`config.mk`:
```
export PLATFORM = sky130hd
export DESIGN_NAME = mem_bus_arbiter_flat
export DESIGN_NICKNAME = d
export VERILOG_FILES = /design/src/rtl/mem_bus_arbiter_if.sv /design/src/rtl/mem_bus_arbiter.sv /design/src/flat_wrapper.sv
export SDC_FILE = /design/constraint.sdc
export NUM_CORES = 1
export LEC_CHECK = 0
export CORE_MARGIN = 2
export CORE_UTILIZATION = 34
export CTS_CLUSTER_DIAMETER = 120
export DETAILED_ROUTE_END_ITERATION = 10
export PLACE_DENSITY = 0.76
export SYNTH_ARGS = -nofsm -noshare
export SYNTH_HDL_FRONTEND = slang
export SYNTH_SLANG_ARGS = --single-unit
```
`constraint.sdc`:
```
create_clock -name clk -period 1.85 [get_ports clk]
set_input_delay 0.555 -clock clk [delete_from_list [all_inputs] [get_ports clk]]
set_output_delay 0.555 -clock clk [all_outputs]
set_load 0.005 [all_outputs]
```
`src/rtl/mem_bus_arbiter_if.sv`:
```
// Bundles the requester-side and memory-side signals of the shared core memory bus.
// Latency: none, wires only.
// Backpressure: req_valid/req_ready per requester, mem_req held until mem_ack.
interface mem_bus_arbiter_if #(
  parameter int XLEN  = 32,
  parameter int N_REQ = 2
);
  // requester side
  logic [N_REQ-1:0]          req_valid;
  logic [N_REQ*XLEN-1:0]     req_addr;
  logic [N_REQ*XLEN/8-1:0]   req_byteen;
  logic [N_REQ-1:0]          req_we;
  logic [N_REQ*XLEN-1:0]     req_wdata;
  logic [N_REQ-1:0]          req_ready;
  logic [N_REQ-1:0]          rsp_valid;
  logic [XLEN-1:0]           rsp_rdata;
  logic                      rsp_err;
  // memory side
  logic [XLEN-1:0]           mem_addr;
  logic [XLEN/8-1:0]         mem_byteen;
  logic                      mem_we;
  logic [XLEN-1:0]           mem_wdata;
  logic                      mem_req;
  logic [XLEN-1:0]           mem_rdata;
  logic                      mem_ack;
  logic                      mem_err;

  // arbiter view: masters the memory bus, answers the requesters
  modport master (
    input  req_valid, req_addr, req_byteen, req_we, req_wdata,
    output req_ready, rsp_valid, rsp_rdata, rsp_err,
    output mem_addr, mem_byteen, mem_we, mem_wdata, mem_req,
    input  mem_rdata, mem_ack, mem_err
  );

  // environment view: requesters plus memory slave
  modport slave (
    output req_valid, req_addr, req_byteen, req_we, req_wdata,
    input  req_ready, rsp_valid, rsp_rdata, rsp_err,
    input  mem_addr, mem_byteen, mem_we, mem_wdata, mem_req,
    output mem_rdata, mem_ack, mem_err
  );
endinterface

```
`src/rtl/mem_bus_arbiter.sv`:
```
// Round-robin arbiter sharing one memory bus among N_REQ requesters, one transaction in flight.
// Latency: accept edge -> mem_req next cycle; mem_ack at cycle k -> rsp_valid pulse at k+1.
// Backpressure: req_ready only in IDLE with clk_en; a silent slave is cut off by a timeout error.
module mem_bus_arbiter #(
  parameter int XLEN    = 32,
  parameter int N_REQ   = 2,
  parameter int TIMEOUT = 16
) (
  input  logic               clk,
  input  logic               rst_n,
  input  logic               clk_en,
  mem_bus_arbiter_if.master  bus,
  output logic               busy
);
  localparam int BW = XLEN / 8;
  localparam int PW = (N_REQ > 1) ? $clog2(N_REQ) : 1;
  localparam int TW = (TIMEOUT > 1) ? $clog2(TIMEOUT) : 1;

  localparam logic [1:0] IDLE = 2'd0;
  localparam logic [1:0] BUSY = 2'd1;
  localparam logic [1:0] RESP = 2'd2;

  localparam logic [PW-1:0] LAST_PORT = PW'(N_REQ - 1);
  localparam logic [TW-1:0] TIMER_MAX = TW'(TIMEOUT - 1);

  logic [1:0]      state;
  logic [PW-1:0]   rr_ptr;
  logic [PW-1:0]   gnt_idx;
  logic [PW-1:0]   cand;
  logic [PW-1:0]   cur_idx;
  logic            gnt_found;
  logic            accept;
  logic            timed_out;
  logic [TW-1:0]   timer;
  logic [XLEN-1:0] lat_addr;
  logic [XLEN-1:0] lat_wdata;
  logic [BW-1:0]   lat_byteen;
  logic            lat_we;
  logic [XLEN-1:0] rsp_rdata_q;
  logic            rsp_err_q;

  // per-port views of the flattened request buses
  logic [XLEN-1:0] addr_arr   [N_REQ];
  logic [XLEN-1:0] wdata_arr  [N_REQ];
  logic [BW-1:0]   byteen_arr [N_REQ];

  for (genvar i = 0; i < N_REQ; i++) begin : g_unpack
    assign addr_arr[i]   = bus.req_addr[i*XLEN +: XLEN];
    assign wdata_arr[i]  = bus.req_wdata[i*XLEN +: XLEN];
    assign byteen_arr[i] = bus.req_byteen[i*BW +: BW];
  end

  // pick the first valid port at or after rr_ptr, wrapping around
  always_comb begin
    gnt_found = 1'b0;
    gnt_idx   = '0;
    cand      = '0;
    for (int k = 0; k < N_REQ; k++) begin
      cand = PW'((int'(rr_ptr) + k) % N_REQ);
      if (!gnt_found && bus.req_valid[cand]) begin
        gnt_found = 1'b1;
        gnt_idx   = cand;
      end
    end
  end

  assign accept    = (state == IDLE) && clk_en && gnt_found;
  assign timed_out = clk_en && (timer == TIMER_MAX);

  // one-hot ready for the winner and one-hot response pulse for the owner
  always_comb begin
    bus.req_ready = '0;
    bus.rsp_valid = '0;
    for (int i = 0; i < N_REQ; i++) begin
      bus.req_ready[i] = accept && (gnt_idx == PW'(i));
      bus.rsp_valid[i] = (state == RESP) && (cur_idx == PW'(i));
    end
  end

  assign bus.mem_req    = (state == BUSY);
  assign bus.mem_addr   = lat_addr;
  assign bus.mem_byteen = lat_byteen;
  assign bus.mem_we     = lat_we;
  assign bus.mem_wdata  = lat_wdata;
  assign bus.rsp_rdata  = rsp_rdata_q;
  assign bus.rsp_err    = rsp_err_q;
  assign busy           = (state != IDLE);

  // transaction FSM with round-robin pointer and clk_en-gated watchdog
  always_ff @(posedge clk or negedge rst_n) begin
    if (!rst_n) begin
      state   <= IDLE;
      rr_ptr  <= '0;
      timer   <= '0;
      cur_idx <= '0;
    end else begin
      case (state)
        IDLE: begin
          if (accept) begin
            cur_idx <= gnt_idx;
            rr_ptr  <= (gnt_idx == LAST_PORT) ? '0 : gnt_idx + 1'b1;
            timer   <= '0;
            state   <= BUSY;
          end
        end
        BUSY: begin
          // ack is honoured even on disabled cycles and beats a same-cycle timeout
          if (bus.mem_ack || timed_out) begin
            state <= RESP;
          end else if (clk_en) begin
            timer <= timer + 1'b1;
          end
        end
        RESP:    state <= IDLE;
        default: state <= IDLE;
      endcase
    end
  end

  // latch the granted request and capture the response data
  always_ff @(posedge clk or negedge rst_n) begin
    if (!rst_n) begin
      lat_addr    <= '0;
      lat_wdata   <= '0;
      lat_byteen  <= '0;
      lat_we      <= 1'b0;
      rsp_rdata_q <= '0;
      rsp_err_q   <= 1'b0;
    end else begin
      if (accept) begin
        lat_addr   <= addr_arr[gnt_idx];
        lat_wdata  <= wdata_arr[gnt_idx];
        lat_byteen <= byteen_arr[gnt_idx];
        lat_we     <= bus.req_we[gnt_idx];
      end
      if (state == BUSY) begin
        if (bus.mem_ack) begin
          rsp_rdata_q <= bus.mem_rdata;
          rsp_err_q   <= bus.mem_err;
        end else if (timed_out) begin
          rsp_rdata_q <= '0;
          rsp_err_q   <= 1'b1;
        end
      end
    end
  end
endmodule
```
`src/flat_wrapper.sv`:
```
// flat-port wrapper written by rule: the top's interface ports become plain ports
module mem_bus_arbiter_flat 
#(
  parameter int XLEN    = 32,
  parameter int N_REQ   = 2,
  parameter int TIMEOUT = 16
)
  (clk, rst_n, clk_en, busy, bus_req_valid, bus_req_addr, bus_req_byteen, bus_req_we, bus_req_wdata, bus_req_ready, bus_rsp_valid, bus_rsp_rdata, bus_rsp_err, bus_mem_addr, bus_mem_byteen, bus_mem_we, bus_mem_wdata, bus_mem_req, bus_mem_rdata, bus_mem_ack, bus_mem_err);
  mem_bus_arbiter_if #(.XLEN(XLEN), .N_REQ(N_REQ)) bus_i ();
  input  logic clk;
  input  logic rst_n;
  input  logic clk_en;
  output logic busy;
  input wire logic [$bits(bus_i.req_valid)-1:0] bus_req_valid;
  input wire logic [$bits(bus_i.req_addr)-1:0] bus_req_addr;
  input wire logic [$bits(bus_i.req_byteen)-1:0] bus_req_byteen;
  input wire logic [$bits(bus_i.req_we)-1:0] bus_req_we;
  input wire logic [$bits(bus_i.req_wdata)-1:0] bus_req_wdata;
  output wire logic [$bits(bus_i.req_ready)-1:0] bus_req_ready;
  output wire logic [$bits(bus_i.rsp_valid)-1:0] bus_rsp_valid;
  output wire logic [$bits(bus_i.rsp_rdata)-1:0] bus_rsp_rdata;
  output wire logic [$bits(bus_i.rsp_err)-1:0] bus_rsp_err;
  output wire logic [$bits(bus_i.mem_addr)-1:0] bus_mem_addr;
  output wire logic [$bits(bus_i.mem_byteen)-1:0] bus_mem_byteen;
  output wire logic [$bits(bus_i.mem_we)-1:0] bus_mem_we;
  output wire logic [$bits(bus_i.mem_wdata)-1:0] bus_mem_wdata;
  output wire logic [$bits(bus_i.mem_req)-1:0] bus_mem_req;
  input wire logic [$bits(bus_i.mem_rdata)-1:0] bus_mem_rdata;
  input wire logic [$bits(bus_i.mem_ack)-1:0] bus_mem_ack;
  input wire logic [$bits(bus_i.mem_err)-1:0] bus_mem_err;
  assign bus_i.req_valid = bus_req_valid;
  assign bus_i.req_addr = bus_req_addr;
  assign bus_i.req_byteen = bus_req_byteen;
  assign bus_i.req_we = bus_req_we;
  assign bus_i.req_wdata = bus_req_wdata;
  assign bus_req_ready = bus_i.req_ready;
  assign bus_rsp_valid = bus_i.rsp_valid;
  assign bus_rsp_rdata = bus_i.rsp_rdata;
  assign bus_rsp_err = bus_i.rsp_err;
  assign bus_mem_addr = bus_i.mem_addr;
  assign bus_mem_byteen = bus_i.mem_byteen;
  assign bus_mem_we = bus_i.mem_we;
  assign bus_mem_wdata = bus_i.mem_wdata;
  assign bus_mem_req = bus_i.mem_req;
  assign bus_i.mem_rdata = bus_mem_rdata;
  assign bus_i.mem_ack = bus_mem_ack;
  assign bus_i.mem_err = bus_mem_err;
  mem_bus_arbiter #(.XLEN(XLEN), .N_REQ(N_REQ), .TIMEOUT(TIMEOUT)) u_core (.clk(clk), .rst_n(rst_n), .clk_en(clk_en), .bus(bus_i), .busy(busy));
endmodule
```
==> results.sh <==
export IMPL_critical_path_required_ps=1290
export IMPL_route_detailed_vias_per_inst=5.378
export IMPL_clockBufferDepth=2
export IMPL_power_density_normalized_to_cell_area_nw_per_um2=1231
export IMPL_fp_dieH_um=122.8
export IMPL_fp_dieW_um=122.8
export IMPL_ys_warnings_count=0
export IMPL_postSynthNetCount=538
export IMPL_finalHoldViolCount=0
export IMPL_start_kind="flop"
export IMPL_cts_made_buffers=9
export IMPL_drv_slew=0
export IMPL_clkTransAtPathRegs_ps=70
export IMPL_synth_compound_area_share_pct=32.98
export IMPL_worst_slack_ps=-182.6
export IMPL_ys_ff_latch=110
export IMPL_syn_to_final_growth_pct=70.91
export IMPL_worstSetupEndpointType="primary output"
export IMPL_synth_xor_area_share_pct=0
export IMPL_synth_cells=360
export IMPL_fin_skew_ps=6.459
export IMPL_vias=4426
export IMPL_avgRoutedWirePerCell_um=19.97
export IMPL_result_of_the_run="finished with violations"
export IMPL_globalRouteOverflowTotal=0
export IMPL_clock_tree_root_cell="clkbuf_16"
export IMPL_hold_slack_ps=262.3
export IMPL_fmax_mhz=492.0
export IMPL_max_vdd_drop_mv=0.4978
export IMPL_main_combinational_cell_family_by_area_after_synthesis="compound AO/OA/AOI/OAI gates"
export IMPL_postRouteAntennaNets=0
export IMPL_drc_errors=0
export IMPL_route_top_layer_used="met4"
export IMPL_hold_buffers=0
export IMPL_dieArea_um2=15070
export IMPL_critPathMaxFanout=2
export IMPL_setup_tns_ps=-823.6
export IMPL_synth_cell_area_um2=4796
export IMPL_antennaDiodeCount=0
export IMPL_netlist_cell_type_count=37
export IMPL_globalRouteTotalUtil_pct=20.96
export IMPL_global_route_wire_length_before_repair_mm=24.09
export IMPL_path_class="flop to primary output"
export IMPL_numPortBuffers=284
export IMPL_placementRows=43
export IMPL_dp_cells=798
export IMPL_floorplan_io_pins=285
export IMPL_first_global_vias=4705
export IMPL_rsz0062_at_grt="yes"
export IMPL_wl_met3_mm=1.596
export IMPL_htreeDepth=3
export IMPL_gp_congestion=0.7295
export IMPL_fraction_of_layout_instances_using_a_drive_strength_above_1_pct=8.243
export IMPL_yosysSeqAreaShare_pct=57.40
export IMPL_critical_path_arrival_ps=1480
export IMPL_sinks_on_clock_net=110
export IMPL_worst_slew_pin_transition_ps=585.5
export IMPL_synth_fa_ha_area_share_pct=0.2609
export IMPL_cts_tree="built"
export IMPL_synth_simple_gate_area_share_pct=3.418
export IMPL_routed_wl_met2_mm=8.021
export IMPL_slew_headroom_pct=60.97
export IMPL_synth_avg_cell_area_um2=13.32
export IMPL_drt_pre_antenna_iters=5
export IMPL_count_of_final_setup_violators=6
export IMPL_cap_viol_max_count=0
export IMPL_pre_cts_slack_ps=-876.0
export IMPL_postLayoutCoreUtil_pct=59.28
export IMPL_initial_antenna_violation_count=0
export IMPL_post_synth_mux_area_share_pct=0.2348
export IMPL_grt_start_max_net_pins=111
export IMPL_static_leakage_power_nw=3.457
export IMPL_failing_checks="setup timing"
export IMPL_placeableCoreArea_um2=13830
export IMPL_fin_crit_ps=2033
export IMPL_drt_total_wl_mm=16.43
export IMPL_clkLatencyLatePin_ps=350
export IMPL_m1WireLength_mm=6.423
export IMPL_final_period_utilization_pct=109.9
export IMPL_drt_first_iter_violations=222
export IMPL_place_detailed_hpwl_mm=11.11
export IMPL_nets=818
export IMPL_final_instance_count_excl_fill=823
export IMPL_floorplan_initialDensity_pct=34.68
export IMPL_hold_path_class="input pin to asynchronous set/reset pin"
-- final cells by class --
cell class              count  area (µm²)
repair buffers            307        3153
well taps                 180       225.2
fillers                  1097        5630
inverters                   4       17.52
flip-flops and latches    110        2753
clock inverters             1       7.507
multi-input cells         208        1790
clock buffers              13       250.2
-- metrics by stage --
step | cell area [µm²] | power (mW)
floorplan | 4800 | 5.445
global placement | 7757 | 8.080
detailed placement | 7757 | 8.193
CTS | 8079 | 10.10
global route | 8197 | 10.71
finish | 8197 | 10.09
-- flip-flops by register name, summed over array words and instances (netlist names) --
register and count:
u_core.bus.mem_addr 32, u_core.bus.mem_wdata 32, u_core.bus.rsp_rdata 32, u_core.bus.mem_byteen 4, u_core.timer 4, u_core.state 2, u_core.bus.mem_we 1, u_core.bus.rsp_err 1
u_core.cur_idx 1, u_core.rr_ptr 1
-- logic make-up (layout without fill, tap and decap cells) --
kind of cell               count (synthesis)  in the layout
AOI/OAI and AO/OA                        182            182
adders and majority gates                  1              1
buffers and inverters                     42            325
DFF                                      110            110
muxes                                      1              1
and+or+nand+nor                           24             24
-- repair_timing --
| item | 4_1_cts | 5_1_grt |
|---|---|---|
| pin swaps | 3 | 4 |
| gates cloned | 0 | 1 |
| resized for setup | 44 | 16 |
| setup buffers | 5 | 6 |
| endpoints found under the setup margin | 80 | 79 |
-- metal layers --
metal,up-vias,track usage (%)
met5,-,0
met4,0,8.046
met3,32,6.506
met2,240,35.74
met1,2165,24.62
li1,1989,-
-- report_power, final --
group          total [mW]  switching [mW]  internal [mW]
combinational        4.39            1.42           2.98
clock                1.78           0.845          0.938
sequential           3.91           0.551           3.36
total                10.1            2.81           7.28
-- layout by cell type, fill, tap and decap left out, drive strengths merged, types with 2 or more instances in the layout --
cell type      count
clkdlybuf4s50    273
dfrtp            110
a21boi            69
a221o             69
a22o              33
buf               30
clkbuf            14
nand2              4
inv                4
nand3              3
nand2b             3
and3               2
o211ai             2
and2               2
a21o               2
dlygate4sd2        2
or2                2
nor3b              2
-- critical path: stages (launching register included) --
cell and delay (ps):
dfrtp_1 410, nor3b_4 280, buf_4 160, and3_4 180
buf_6 90
-- Yosys cell counts --
| library cell | n | area share [%] |
|---|---|---|
| nand4bb_1 | 1 | 0.23 |
| and4bb_2 | 1 | 0.26 |
| and3b_1 | 1 | 0.18 |
| inv_2 | 1 | 0.078 |
| or3_1 | 1 | 0.13 |
| nor2_1 | 1 | 0.078 |
| o211ai_1 | 2 | 0.31 |
| a22oi_1 | 1 | 0.16 |
| a21oi_1 | 1 | 0.10 |
| mux2_2 | 1 | 0.23 |
| dfrtp_1 | 110 | 57 |
| buf_6 | 11 | 2.6 |
| or2_1 | 1 | 0.13 |
| nand3_1 | 3 | 0.31 |
| buf_1 | 2 | 0.16 |
| clkbuf_1 | 14 | 1.1 |
| a2bb2oi_1 | 1 | 0.18 |
| or3b_2 | 1 | 0.18 |
| a22o_1 | 33 | 6.0 |
| or2_2 | 1 | 0.13 |
| o221ai_1 | 1 | 0.18 |
| a21boi_0 | 69 | 11 |
| o311ai_0 | 1 | 0.18 |
| a41o_1 | 1 | 0.21 |
| o21ai_0 | 1 | 0.10 |
| ha_1 | 1 | 0.26 |
| buf_4 | 8 | 1.3 |
| nor3b_1 | 1 | 0.16 |
| a21o_1 | 2 | 0.31 |
| nand2_1 | 4 | 0.31 |
| and3_1 | 2 | 0.26 |
| buf_2 | 3 | 0.31 |
| nor3b_4 | 1 | 0.39 |
| inv_1 | 3 | 0.23 |
| a221o_1 | 69 | 14 |
| nand2b_1 | 3 | 0.39 |
| and2_1 | 2 | 0.26 |
-- path summary, 6_finish.rpt --
path / from / end / slack, ps / depth (start not counted)
worst max-delay path: u_core.state[0]$_DFFE_PN0P_ / bus_req_ready[0] / -180 / 4
worst min register to register: u_core.bus.rsp_rdata[10]$_DFFE_PN0P_ / u_core.bus.rsp_rdata[10]$_DFFE_PN0P_ / 500 / 1
worst max register to register: u_core.state[1]$_DFFE_PN0P_ / u_core.timer[2]$_DFFE_PN0P_ / 70 / 7
min in group clk: u_core.bus.rsp_rdata[10]$_DFFE_PN0P_ / u_core.bus.rsp_rdata[10]$_DFFE_PN0P_ / 500 / 1
worst min-delay path: rst_n / u_core.bus.mem_wdata[30]$_DFFE_PN0P_ / 260 / 2
max in group asynchronous: rst_n / u_core.bus.mem_wdata[3]$_DFFE_PN0P_ / 1150 / 2
Power figures use the tool's default switching activity.
